[config.mk]
export PLATFORM = sky130hd
export DESIGN_NAME = watch_alarm_ctrl
export DESIGN_NICKNAME = d
export VERILOG_FILES = /design/src/rtl/watch_pkg.sv /design/src/rtl/watch_alarm_ctrl_bcd_split.sv /design/src/rtl/watch_alarm_ctrl.sv
export SDC_FILE = /design/constraint.sdc
export NUM_CORES = 1
export LEC_CHECK = 0
export BUFFER_PORTS_ARGS = -buffer_cell sky130_fd_sc_hd__buf_2
export CAP_MARGIN = 20
export CORE_ASPECT_RATIO = 1.5
export CORE_MARGIN = 1
export CORE_UTILIZATION = 30
export CTS_BUF_LIST = sky130_fd_sc_hd__clkbuf_8
export CTS_CLUSTER_DIAMETER = 200
export CTS_CLUSTER_SIZE = 14
export DETAILED_ROUTE_END_ITERATION = 16
export HOLD_SLACK_MARGIN = 0.12
export PLACE_DENSITY_LB_ADDON = 0.08
export SYNTH_ARGS = -nofsm -noshare
export SYNTH_HDL_FRONTEND = slang
export SYNTH_SLANG_ARGS = --single-unit
[constraint.sdc]
create_clock -name clock -period 9 [get_ports clock]
set_input_delay 0.9 -clock clock [delete_from_list [all_inputs] [get_ports clock]]
set_output_delay 0.9 -clock clock [all_outputs]
set_load 0.005 [all_outputs]
[src/rtl/watch_pkg.sv]
// Shared types and constants for the watch/alarm controller.
// Pure declarations and helper functions; no timing of its own.
// No flow control: every consumer samples these constants directly.
package watch_pkg;

  typedef enum logic [2:0] {
    ST_RUN   = 3'd0,
    ST_SET_H = 3'd1,
    ST_SET_M = 3'd2,
    ST_SET_S = 3'd3,
    ST_ALM_H = 3'd4,
    ST_ALM_M = 3'd5
  } state_t;

  // Field ranges: hours wrap at 23, minutes/seconds at 59.
  localparam logic [5:0] HOUR_MAX = 6'd23;
  localparam logic [5:0] MS_MAX   = 6'd59;

  // Digit word layout is {enable, bcd[3:0], dp}.
  localparam logic [5:0] DIGIT_BLANK = 6'b0_0000_1;
  localparam logic [5:0] DIGIT_ZERO  = 6'b1_0000_1;
  localparam logic [5:0] SEP_WORD    = 6'b0_0000_1;

  // Increment or decrement a field value, wrapping inside 0..max_val.
  function automatic logic [5:0] wrap_step(input logic [5:0] val, input logic [5:0] max_val,
                                           input logic up);
    if (up) return (val >= max_val) ? 6'd0 : val + 6'd1;
    else    return (val == 6'd0) ? max_val : val - 6'd1;
  endfunction

  // 24 h hour to 12 h display hour: 0 -> 12, 13..23 -> 1..11.
  function automatic logic [5:0] to_12h(input logic [5:0] hour);
    if (hour == 6'd0)       return 6'd12;
    else if (hour > 6'd12)  return hour - 6'd12;
    else                    return hour;
  endfunction

  function automatic logic [5:0] digit_word(input logic en, input logic [3:0] bcd);
    return {en, bcd, 1'b1};
  endfunction

endpackage

[src/rtl/watch_alarm_ctrl_bcd_split.sv]
// Binary 0..59 to two BCD digits (tens, units).
// Purely combinational, zero latency.
// No flow control.
module bcd_split (
  input  logic [5:0] bin,
  output logic [3:0] tens,
  output logic [3:0] units
);

  // Range-compare ladder instead of a divider; inputs never exceed 59.
  always_comb begin
    tens  = 4'd0;
    units = bin[3:0];
    if (bin >= 6'd50) begin
      tens  = 4'd5;
      units = 4'(bin - 6'd50);
    end else if (bin >= 6'd40) begin
      tens  = 4'd4;
      units = 4'(bin - 6'd40);
    end else if (bin >= 6'd30) begin
      tens  = 4'd3;
      units = 4'(bin - 6'd30);
    end else if (bin >= 6'd20) begin
      tens  = 4'd2;
      units = 4'(bin - 6'd20);
    end else if (bin >= 6'd10) begin
      tens  = 4'd1;
      units = 4'(bin - 6'd10);
    end
  end

endmodule

[src/rtl/watch_alarm_ctrl.sv]
// Watch timekeeping, time/alarm setting FSM, alarm ringer and digit-word generation.
// Strobe to state: 1 cycle; strobe to d*/pm: 2 cycles; strobe to alarm_active: 1 cycle.
// No backpressure: strobes and button presses are consumed in the cycle they arrive.
module watch_alarm_ctrl
  import watch_pkg::*;
#(
  parameter int SET_TIMEOUT_S = 30,
  parameter int ALARM_RING_S  = 60,
  parameter int ALARM_RST_H   = 6,
  parameter int ALARM_RST_M   = 0
) (
  input  logic       clock,
  input  logic       reset,
  input  logic       pulse_1hz,
  input  logic       pulse_500ms,
  input  logic       mode_button,
  input  logic       add_button,
  input  logic       sub_button,
  input  logic       alarm_en,
  input  logic       mode_12h,
  output logic [5:0] d1,
  output logic [5:0] d2,
  output logic [5:0] d3,
  output logic [5:0] d4,
  output logic [5:0] d5,
  output logic [5:0] d6,
  output logic [5:0] d7,
  output logic [5:0] d8,
  output logic       pm,
  output logic       alarm_active
);

  state_t      state, state_nxt;
  logic [15:0] tmo_cnt, tmo_nxt, ring_cnt;
  logic [4:0]  hour, alm_h, hour_inc;
  logic [5:0]  min, sec, alm_m, min_inc, sec_inc;
  logic        blink;
  logic        press, do_mode, do_add, do_sub, do_edit, time_run, tick, trigger;

  // A press while ringing only silences the alarm; otherwise mode > add > sub.
  assign press    = mode_button | add_button | sub_button;
  assign do_mode  = mode_button & ~alarm_active;
  assign do_add   = add_button & ~mode_button & ~alarm_active;
  assign do_sub   = sub_button & ~add_button & ~mode_button & ~alarm_active;
  assign do_edit  = do_add | do_sub;
  assign time_run = (state == ST_RUN) || (state == ST_ALM_H) || (state == ST_ALM_M);
  assign tick     = pulse_1hz & time_run;

  // Next state and inactivity timeout: presses clear the timer, 1 Hz ticks outside RUN advance it.
  always_comb begin
    state_nxt = state;
    tmo_nxt   = tmo_cnt;
    if (press) begin
      tmo_nxt = '0;
      if (do_mode) begin
        case (state)
          ST_RUN:   state_nxt = ST_SET_H;
          ST_SET_H: state_nxt = ST_SET_M;
          ST_SET_M: state_nxt = ST_SET_S;
          ST_SET_S: state_nxt = ST_ALM_H;
          ST_ALM_H: state_nxt = ST_ALM_M;
          default:  state_nxt = ST_RUN;
        endcase
      end
    end else if (state != ST_RUN && pulse_1hz) begin
      if (SET_TIMEOUT_S > 0 && (tmo_cnt + 16'd1) >= 16'(SET_TIMEOUT_S)) begin
        state_nxt = ST_RUN;
        tmo_nxt   = '0;
      end else begin
        tmo_nxt = tmo_cnt + 16'd1;
      end
    end
  end

  // State and timeout register.
  always_ff @(posedge clock or negedge reset) begin
    if (!reset) begin
      state   <= ST_RUN;
      tmo_cnt <= '0;
    end else begin
      state   <= state_nxt;
      tmo_cnt <= tmo_nxt;
    end
  end

  // Time one second ahead, with seconds -> minutes -> hours carry.
  always_comb begin
    sec_inc  = (sec == MS_MAX) ? 6'd0 : sec + 6'd1;
    min_inc  = min;
    hour_inc = hour;
    if (sec == MS_MAX) begin
      min_inc = (min == MS_MAX) ? 6'd0 : min + 6'd1;
      if (min == MS_MAX) hour_inc = (hour == 5'd23) ? 5'd0 : hour + 5'd1;
    end
  end

  assign trigger = tick & alarm_en & (sec_inc == 6'd0) & (min_inc == alm_m) & (hour_inc == alm_h);

  // Time of day: edited in SET_* (frozen there), otherwise advanced by the 1 Hz tick.
  always_ff @(posedge clock or negedge reset) begin
    if (!reset) begin
      hour <= '0;
      min  <= '0;
      sec  <= '0;
    end else if (do_edit && state == ST_SET_H) begin
      hour <= 5'(wrap_step({1'b0, hour}, HOUR_MAX, do_add));
    end else if (do_edit && state == ST_SET_M) begin
      min  <= wrap_step(min, MS_MAX, do_add);
    end else if (do_edit && state == ST_SET_S) begin
      sec  <= wrap_step(sec, MS_MAX, do_add);
    end else if (tick) begin
      hour <= hour_inc;
      min  <= min_inc;
      sec  <= sec_inc;
    end
  end

  // Alarm time: only edited in ALM_*, independent of the running clock.
  always_ff @(posedge clock or negedge reset) begin
    if (!reset) begin
      alm_h <= 5'(ALARM_RST_H);
      alm_m <= 6'(ALARM_RST_M);
    end else if (do_edit && state == ST_ALM_H) begin
      alm_h <= 5'(wrap_step({1'b0, alm_h}, HOUR_MAX, do_add));
    end else if (do_edit && state == ST_ALM_M) begin
      alm_m <= wrap_step(alm_m, MS_MAX, do_add);
    end
  end

  // Ringer: a fresh match wins; silencing, disarm or ring expiry end it.
  always_ff @(posedge clock or negedge reset) begin
    if (!reset) begin
      alarm_active <= 1'b0;
      ring_cnt     <= '0;
    end else if (trigger) begin
      alarm_active <= 1'b1;
      ring_cnt     <= 16'(ALARM_RING_S);
    end else if (!alarm_en || (press && alarm_active)) begin
      alarm_active <= 1'b0;
      ring_cnt     <= '0;
    end else if (alarm_active && pulse_1hz) begin
      if (ring_cnt <= 16'd1) begin
        alarm_active <= 1'b0;
        ring_cnt     <= '0;
      end else begin
        ring_cnt <= ring_cnt - 16'd1;
      end
    end
  end

  // Blink phase for edited fields and ringing display.
  always_ff @(posedge clock or negedge reset) begin
    if (!reset)           blink <= 1'b1;
    else if (pulse_500ms) blink <= ~blink;
  end

  logic [5:0] hour_disp, alm_disp;
  logic [3:0] th_t, th_u, tm_t, tm_u, ts_t, ts_u, ah_t, ah_u, am_t, am_u;

  assign hour_disp = mode_12h ? to_12h({1'b0, hour})  : {1'b0, hour};
  assign alm_disp  = mode_12h ? to_12h({1'b0, alm_h}) : {1'b0, alm_h};

  bcd_split u_bcd_th (.bin(hour_disp), .tens(th_t), .units(th_u));
  bcd_split u_bcd_tm (.bin(min),       .tens(tm_t), .units(tm_u));
  bcd_split u_bcd_ts (.bin(sec),       .tens(ts_t), .units(ts_u));
  bcd_split u_bcd_ah (.bin(alm_disp),  .tens(ah_t), .units(ah_u));
  bcd_split u_bcd_am (.bin(alm_m),     .tens(am_t), .units(am_u));

  logic       show_alm, en_h, en_m, en_s, pm_nxt;
  logic [5:0] d8_nxt, d7_nxt, d5_nxt, d4_nxt, d2_nxt, d1_nxt;

  // Digit words: alarm view hides seconds, edited field blinks, ringing blinks everything.
  always_comb begin
    show_alm = (state == ST_ALM_H) || (state == ST_ALM_M);
    en_h     = 1'b1;
    en_m     = 1'b1;
    en_s     = 1'b1;
    if (state == ST_SET_H || state == ST_ALM_H) en_h = blink;
    if (state == ST_SET_M || state == ST_ALM_M) en_m = blink;
    if (state == ST_SET_S)                      en_s = blink;
    if (alarm_active) begin
      en_h = blink;
      en_m = blink;
      en_s = blink;
    end
    d8_nxt = digit_word(en_h, show_alm ? ah_t : th_t);
    d7_nxt = digit_word(en_h, show_alm ? ah_u : th_u);
    d5_nxt = digit_word(en_m, show_alm ? am_t : tm_t);
    d4_nxt = digit_word(en_m, show_alm ? am_u : tm_u);
    d2_nxt = show_alm ? DIGIT_BLANK : digit_word(en_s, ts_t);
    d1_nxt = show_alm ? DIGIT_BLANK : digit_word(en_s, ts_u);
    pm_nxt = mode_12h & ((show_alm ? alm_h : hour) >= 5'd12);
  end

  assign d6 = SEP_WORD;
  assign d3 = SEP_WORD;

  // Registered display outputs.
  always_ff @(posedge clock or negedge reset) begin
    if (!reset) begin
      d8 <= DIGIT_ZERO;
      d7 <= DIGIT_ZERO;
      d5 <= DIGIT_ZERO;
      d4 <= DIGIT_ZERO;
      d2 <= DIGIT_ZERO;
      d1 <= DIGIT_ZERO;
      pm <= 1'b0;
    end else begin
      d8 <= d8_nxt;
      d7 <= d7_nxt;
      d5 <= d5_nxt;
      d4 <= d4_nxt;
      d2 <= d2_nxt;
      d1 <= d1_nxt;
      pm <= pm_nxt;
    end
  end

endmodule

Word-level counts from Yosys, hierarchy flattened --
Cells that the tools add are included.
Word-level totals: bits of input ports 9, bits in registers 98
Cells by class: bitwise gates (word level) 22, equality and inequality tests 14, reductions and logical operators 36, multiplexer cells 115, $add $sub $neg 40, $lt $le $gt $ge 35
Operators with widths (count):
- 4-bit two-way mux | 49
- 6-bit two-way mux | 25
- 16-bit two-way mux | 7
- 6-bit greater-or-equal comparator (second input constant) | 13
- 5-bit two-way mux | 14
- 6-bit by 5-bit greater-or-equal comparator with 1-bit output (second input constant) | 10
- 4-bit subtractor (second input constant) | 15
- 6-bit by 4-bit greater-or-equal comparator with 1-bit output (second input constant) | 5
- 6-bit zero test | 4
- 4-bit by 2-bit subtractor with 4-bit output (second input constant) | 5
- 4-bit by 3-bit subtractor with 4-bit output (second input constant) | 5
- 6-bit by 1-bit adder with 6-bit output (second input constant) | 3
- 6-bit by 1-bit subtractor with 6-bit output (second input constant) | 3
- 16-bit by 1-bit adder with 16-bit output (second input constant) | 1
- 16-bit by 5-bit greater-or-equal comparator with 1-bit output (second input constant) | 1
- 16-bit by 1-bit less-or-equal comparator with 1-bit output (second input constant) | 1
- 16-bit by 1-bit subtractor with 16-bit output (second input constant) | 1
- 5-bit by 1-bit adder with 5-bit output (second input constant) | 3
- 1-bit two-way mux | 15
- 3-bit case mux with 5 select lines | 1
- 1-bit bitwise AND | 12
- 6-bit == test (second input constant) | 2
- 3-bit two-way mux | 4
- 3-bit AND reduction | 4
- 23 further kinds | 59

Depth between registers and ports, before layout --
word-level depth 11, mapped depth 16, mapped depth without buffers 15

Modules after synthesis --
From an unflattened synthesis, not the netlist that was laid out.
Unflattened totals: cells, all modules 1129, area, all modules 8881.0 um^2
Modules (own cells, without submodules):
- watch_alarm_ctrl | area each 6616.3 um^2, instances 1, cells an instance 829
- bcd_split | area each 452.9 um^2, instances 5, cells an instance 60

Worst setup path after synthesis --
No wires, ideal clock.
path kind register to register, start point register hour[3], end point register d7[2], data required time 8.876 ns, library setup time 0.124 ns, arrival 3.562 ns, path slack 5.314 ns, clock period less this slack 3.686 ns, cell stages (with the launch flop) 16, path through dfrtp_1 > clkbuf_1 > inv_1 > ha_1 > and3b_1 > o31a_1 > o21ai_0 > inv_1 > ha_1 > and2_1 > nand3_1 > o211ai_1 > nand2_1 > o21ai_2 > xnor2_1 > a211o_1
Between the ends: cells in the longest elaborated chain, start to end 11
Ends and longest elaborated chain:
- start: declaration | RTL line watch_alarm_ctrl.sv:35 | logic [4:0] hour, alm_h, hour_inc;
- start signal: assignment | RTL line watch_alarm_ctrl.sv:106 | hour <= 5'(wrap_step({1'b0, hour}, HOUR_MAX, do_add));
- start signal: assignment | RTL line watch_alarm_ctrl.sv:112 | hour <= hour_inc;
- 5-bit by 4-bit subtractor with 6-bit output / 5-bit by 4-bit > comparator with 1-bit output (equally long branches) | RTL line watch_pkg.sv:34 | else if (hour > 6'd12) return hour - 6'd12;
- 6-bit two-way mux | RTL line watch_pkg.sv:34
- 6-bit two-way mux | RTL line watch_pkg.sv:33 | if (hour == 6'd0) return 6'd12;
- 6-bit two-way mux * | RTL line watch_alarm_ctrl.sv:160 | assign hour_disp = mode_12h ? to_12h({1'b0, hour}) : {1'b0, hour};
- 6-bit by 4-bit greater-or-equal comparator with 1-bit output / 4-bit subtractor (equally long branches) | RTL line watch_alarm_ctrl_bcd_split.sv:26, watch_alarm_ctrl_bcd_split.sv:28
- 4-bit two-way mux | RTL line watch_alarm_ctrl_bcd_split.sv:26 | end else if (bin >= 6'd10) begin
- 4-bit two-way mux | RTL line watch_alarm_ctrl_bcd_split.sv:23 | end else if (bin >= 6'd20) begin
- 4-bit two-way mux | RTL line watch_alarm_ctrl_bcd_split.sv:20 | end else if (bin >= 6'd30) begin
- 4-bit two-way mux | RTL line watch_alarm_ctrl_bcd_split.sv:17 | end else if (bin >= 6'd40) begin
- 4-bit two-way mux * | RTL line watch_alarm_ctrl_bcd_split.sv:14 | if (bin >= 6'd50) begin
- 4-bit two-way mux * | RTL line watch_alarm_ctrl.sv:187 | d7_nxt = digit_word(en_h, show_alm ? ah_u : th_u);
- via d7_nxt[2] | RTL line watch_alarm_ctrl.sv:170 | logic [5:0] d8_nxt, d7_nxt, d5_nxt, d4_nxt, d2_nxt, d1_nxt;
- end signal: assignment | RTL line watch_alarm_ctrl.sv:210 | d7 <= d7_nxt;
- end: declaration | RTL line watch_alarm_ctrl.sv:27 | output logic [5:0] d7,
Mark *: on every way through the listed nets, which the timed path passes. The rest lies on a longest branch. A chain may end at the register's enable or synchronous reset.

Worst setup path after layout --
start point register hour[0], end point register d7[2]
Same word-level chain as after synthesis.

==> results <==
- The y dimension of the die is 206 µm.
- Sorting the synthesized cells by area gives the leading types as sky130_fd_sc_hd__dfrtp_1 (25%), sky130_fd_sc_hd__ha_1 (10%), sky130_fd_sc_hd__a21oi_1 (6.4%).
- The most used routing layer is met2.
- The kind of start point of the critical path is a register.
- Across the run, the number of max-cap violations was 0.
- The switching share of power is 52.2%.
- The clock skew after layout is 16.8 ps.
- After synthesis the netlist holds a flip-flop and latch count of 90.
- The iteration count of the initial detailed-routing pass is 5.
- Measured against its own limit, the worst slew margin works out to 34.1%.
- In this run, post-CTS repair resized a total of 0 instances.
- Dividing the detail-routed wire length by the instance count gives 17.6 µm.
- The die area is 0.0283 mm².
- The TritonCTS buffer count is 9.
- The setup check on the worst reg-to-reg path leaves a slack of 5270 ps.
- The met3 layer usage reported by global route is 2.83%.
- Summed over all layers, the routed wires come to 24,800 µm.
- The count of unresolved DRC violations after routing is 0.
- The number of DRC markers after the initial detailed-route iteration is 407.
- The region available for standard cell placement spans 0.0272 mm².
- Counting distinct cell types in the post-synthesis netlist gives 79.
- IR analysis of the VDD net gives a maximum drop of 107 µV.
- Pin placement for this block handled 59 I/O pins.
- The chip width is 138 µm.
- Setup repair after global routing left no endpoint under its margin.
- Summing all flip-flop and latch instances after layout gives 0.00226 mm².
- The count of endpoints failing setup in the final report is 0.
- The congestion estimate from routability-driven global placement came to 0.821.
- The sum of negative setup slack is 0 ps.
- The remaining global-route overflow is 0.
- The number of synthesized flops with an enable pin is 0.
- The count of non-filler cells in the finished layout is 1,410.
- The power density normalized to cell area is 344 mW/mm².
- The final hold violation count was 0.
- The internal power contribution is 1.44 mW.
- The layout overhead on the synthesized area is 5.40%.
- Counting tap cells, the placed design contains a total of 1,394 instances.
- The ratio of final minimum period to clock period is 41.5%.
- The number of hold buffers added after CTS was 0.
- The largest total area in the synthesized netlist belongs to sky130_fd_sc_hd__dfrtp_1.
- For this run, the top clock speed supported by timing is 268 MHz.
- The flow ran to the end, and the final reports show no timing, DRC or antenna violations.
- STA puts the critical path data arrival time at 4040 ps.
- The data required time of the critical path is 9300 ps.
- The final route contains 7,693 vias.
- The level count of the clock H-tree is 3.
- The most common cell after layout, fill and taps aside is sky130_fd_sc_hd__nand2_1.
- The number of core rows is 74.
- The clock tree from TritonCTS is done.
- The net count of the finished layout is 1,138.
- The worst hold path class is in2async.
- The initial core utilization is 30.5%.
- The sequential area share after synthesis is 27.2%.
- In this run, the clock network consumes 9.6% of the power.
- Combinational logic is responsible for 60.8% of the overall power.
- The wire-length estimate of the detail-placed layout is 18,000 µm.
- The setup path with the least slack is of type reg2reg.
- The total power draw is 3.01 mW.
- Counting flops with an async set or reset pin after synthesis yields a share of 100%.
- Entering global routing, the biggest net connects 67 pins.
- At the pin with the least slew margin, the transition time is 963 ps.
- The root buffer cell chosen for the clock tree is sky130_fd_sc_hd__clkbuf_8.
- The placement-stage worst setup slack is 5340 ps.
- The initial antenna violation count came to 0.
- In this run the worst path has a maximum fanout of 13.
- The terminus of the critical flop-to-flop path is d7[2]$_DFF_PN0_.
- The synthesized netlist occupies a cell area of 0.00830 mm².
- The final critical path time including I/O delays and setup is 3730 ps.
- In this run the tool buffered the top-level ports with 37 buffer cells.
- In the final layout, the multi-input gates occupy 0.00546 mm².
- The least setup slack across all paths after layout is 5270 ps.
- The max-slew violation count is 0.
- The global-route wire length before repair is 40,800 µm.
- The dominant register cell in the synthesized netlist is sky130_fd_sc_hd__dfrtp_1.
- The fraction of met1 tracks used by global routing is 22.0%.
- STA classifies the critical path endpoint as a register.
- Dividing the synthesized area by the synthesized cell count gives 7.66 µm².
- Counting every sink on the clock net gives 90.
- The worst reg2reg path depth is 14.
- The library cells used most frequently in the layout, excluding fill and tap cells, are sky130_fd_sc_hd__nand2_1 (113), sky130_fd_sc_hd__a21oi_1 (106), sky130_fd_sc_hd__nor2_1 (101).
- The via-per-instance ratio is 5.46.
- The reported leakage power is 3.77 nW.
- For this run, global-route usage on met2 was measured as 32.7%.
- In this run the power spent charging and discharging nets is 1.57 mW.
- The buffer depth of the longest clock path is 2.
- Across every metal layer, demand over resource in global routing totals 18.5%.
- The area share of the leading cell type in the synthesized netlist is 25.3%.
- The count of nets left with antenna violations once routing finished came out at 0.
- The reg-to-reg startpoint is hour[0]$_DFFE_PN0P_.
- The share of cells above drive strength 1 is 7.49%.
- The later pin in the worst-skew pair is clocked with a latency of 420 ps.
- The antenna cell count is 0.
- The post-synthesis instance total is 1,083.
- Once the clock tree was built, the setup fixing pass inserted 0 buffers.
- After clock tree synthesis, the clock-pin slew on the worst setup and hold paths is 90 ps.
- The number of global-route vias before repair was 7,549.
- The count of fill cells added during filler insertion is 2,972.
- The total of warnings raised by yosys is 0.
- The fraction of power consumed by sequential logic is 29.7%.
## area by class of cell
cell class / count / area share (%)
inverter: 44 / 1.89
clock inverter: 7 / 0.658
multi-input combinational: 872 / 62.4
tap: 342 / 4.89
clock buffer: 9 / 1.42
timing repair buffer: 46 / 2.92
sequential: 90 / 25.8
## critical path, stage by stage, from the launching register on
cell,delay (ps)
sky130_fd_sc_hd__dfrtp_1,570
sky130_fd_sc_hd__inv_1,240
sky130_fd_sc_hd__ha_1,310
sky130_fd_sc_hd__a21boi_2,130
sky130_fd_sc_hd__a2111oi_0,600
sky130_fd_sc_hd__or3_1,330
sky130_fd_sc_hd__inv_1,120
sky130_fd_sc_hd__ha_1,220
sky130_fd_sc_hd__and2_1,170
sky130_fd_sc_hd__nand3_1,110
sky130_fd_sc_hd__o211ai_1,170
sky130_fd_sc_hd__nand2_1,160
sky130_fd_sc_hd__o21ai_2,80
sky130_fd_sc_hd__xnor2_1,120
sky130_fd_sc_hd__a211o_1,290
## power groups by stage
stage / Sequential [mW] / Combinational (mW) / Clock [mW]
global placement: 0.905 / 1.85 / 0
floorplan: 0.677 / 1.55 / 0
detailed placement: 0.902 / 1.83 / 0
global route: 0.939 / 2.08 / 0.320
finish: 0.894 / 1.83 / 0.288
CTS: 0.891 / 1.84 / 0.305
## logic make-up after synthesis
family          Yosys count  synth area share [%]
fa+ha+maj                66                  9.95
xor+xnor                 24                  2.53
mux                      11                  1.37
buf+inv                 140                  7.96
other cells               2                0.0905
flops                    90                  27.2
simple gates            392                  22.8
compound gates          358                  28.1
## how the worst max path moves through the flow
stage,startpoint,to
after floorplan,hour[3]$_DFFE_PN0P_,d7[2]$_DFF_PN0_
after global placement,hour[0]$_DFFE_PN0P_,d7[2]$_DFF_PN0_
after detailed placement,hour[0]$_DFFE_PN0P_,d7[2]$_DFF_PN0_
after CTS,hour[0]$_DFFE_PN0P_,d7[2]$_DFF_PN0_
after global routing,hour[0]$_DFFE_PN0P_,d7[4]$_DFF_PN0_
final,hour[0]$_DFFE_PN0P_,d7[2]$_DFF_PN0_
## layer usage
metal / up-vias / routed length [µm]
li1: 3856 / -
met1: 3673 / 10800
met2: 131 / 12700
met3: 33 / 707
met4: 0 / 601
met5: - / 0
## Yosys cell counts, types with 4 or more instances
cell type,number
sky130_fd_sc_hd__mux2i_1,8
sky130_fd_sc_hd__a2111oi_0,4
sky130_fd_sc_hd__inv_1,43
sky130_fd_sc_hd__nand3_1,29
sky130_fd_sc_hd__nand2b_1,15
sky130_fd_sc_hd__nor2_1,101
sky130_fd_sc_hd__and3_1,10
sky130_fd_sc_hd__clkbuf_1,49
sky130_fd_sc_hd__o221ai_1,4
sky130_fd_sc_hd__a22oi_1,7
sky130_fd_sc_hd__and4_1,4
sky130_fd_sc_hd__a22o_1,9
sky130_fd_sc_hd__a31oi_1,18
sky130_fd_sc_hd__o21a_1,6
sky130_fd_sc_hd__o31ai_1,9
sky130_fd_sc_hd__o311ai_0,5
sky130_fd_sc_hd__nand2_1,113
sky130_fd_sc_hd__or3_1,9
sky130_fd_sc_hd__a21o_1,12
sky130_fd_sc_hd__a21oi_1,106
sky130_fd_sc_hd__o32ai_1,6
sky130_fd_sc_hd__nand4_1,11
sky130_fd_sc_hd__a221oi_1,9
sky130_fd_sc_hd__a32o_1,4
sky130_fd_sc_hd__nor3b_1,6
sky130_fd_sc_hd__buf_4,27
sky130_fd_sc_hd__xnor2_1,22
sky130_fd_sc_hd__a32oi_1,8
sky130_fd_sc_hd__a211o_1,6
sky130_fd_sc_hd__dfstp_2,6
sky130_fd_sc_hd__o21ai_0,78
sky130_fd_sc_hd__o211ai_1,12
sky130_fd_sc_hd__ha_1,66
sky130_fd_sc_hd__nor2b_1,9
sky130_fd_sc_hd__nor3_1,37
sky130_fd_sc_hd__dfrtp_1,84
sky130_fd_sc_hd__buf_2,14
sky130_fd_sc_hd__nor4_1,12
sky130_fd_sc_hd__a311oi_1,4
sky130_fd_sc_hd__a211oi_1,16
sky130_fd_sc_hd__and2_1,20
## registers in the layout (all words and copies together), names as in the netlist, 4 cells and up
name,flops
min,6
d1,4
alm_m,6
d2,4
alm_h,5
tmo_cnt,16
d4,5
ring_cnt,16
sec,6
d7,5
hour,5
## stage by stage
| step | util, % | instance area (µm²) | hold WS [ps] |
|---|---|---|---|
| 3_5_place_dp | 31.5 | 8570 | 517 |
| 4_1_cts | 32.1 | 8750 | 367 |
| 6_report | 32.1 | 8750 | 387 |
| 2_1_floorplan | - | 8370 | 477 |
| 5_1_grt | 32.1 | 8750 | 389 |
| 3_3_place_gp | 31.5 | 8570 | 508 |
Power figures use the tool's default switching activity.
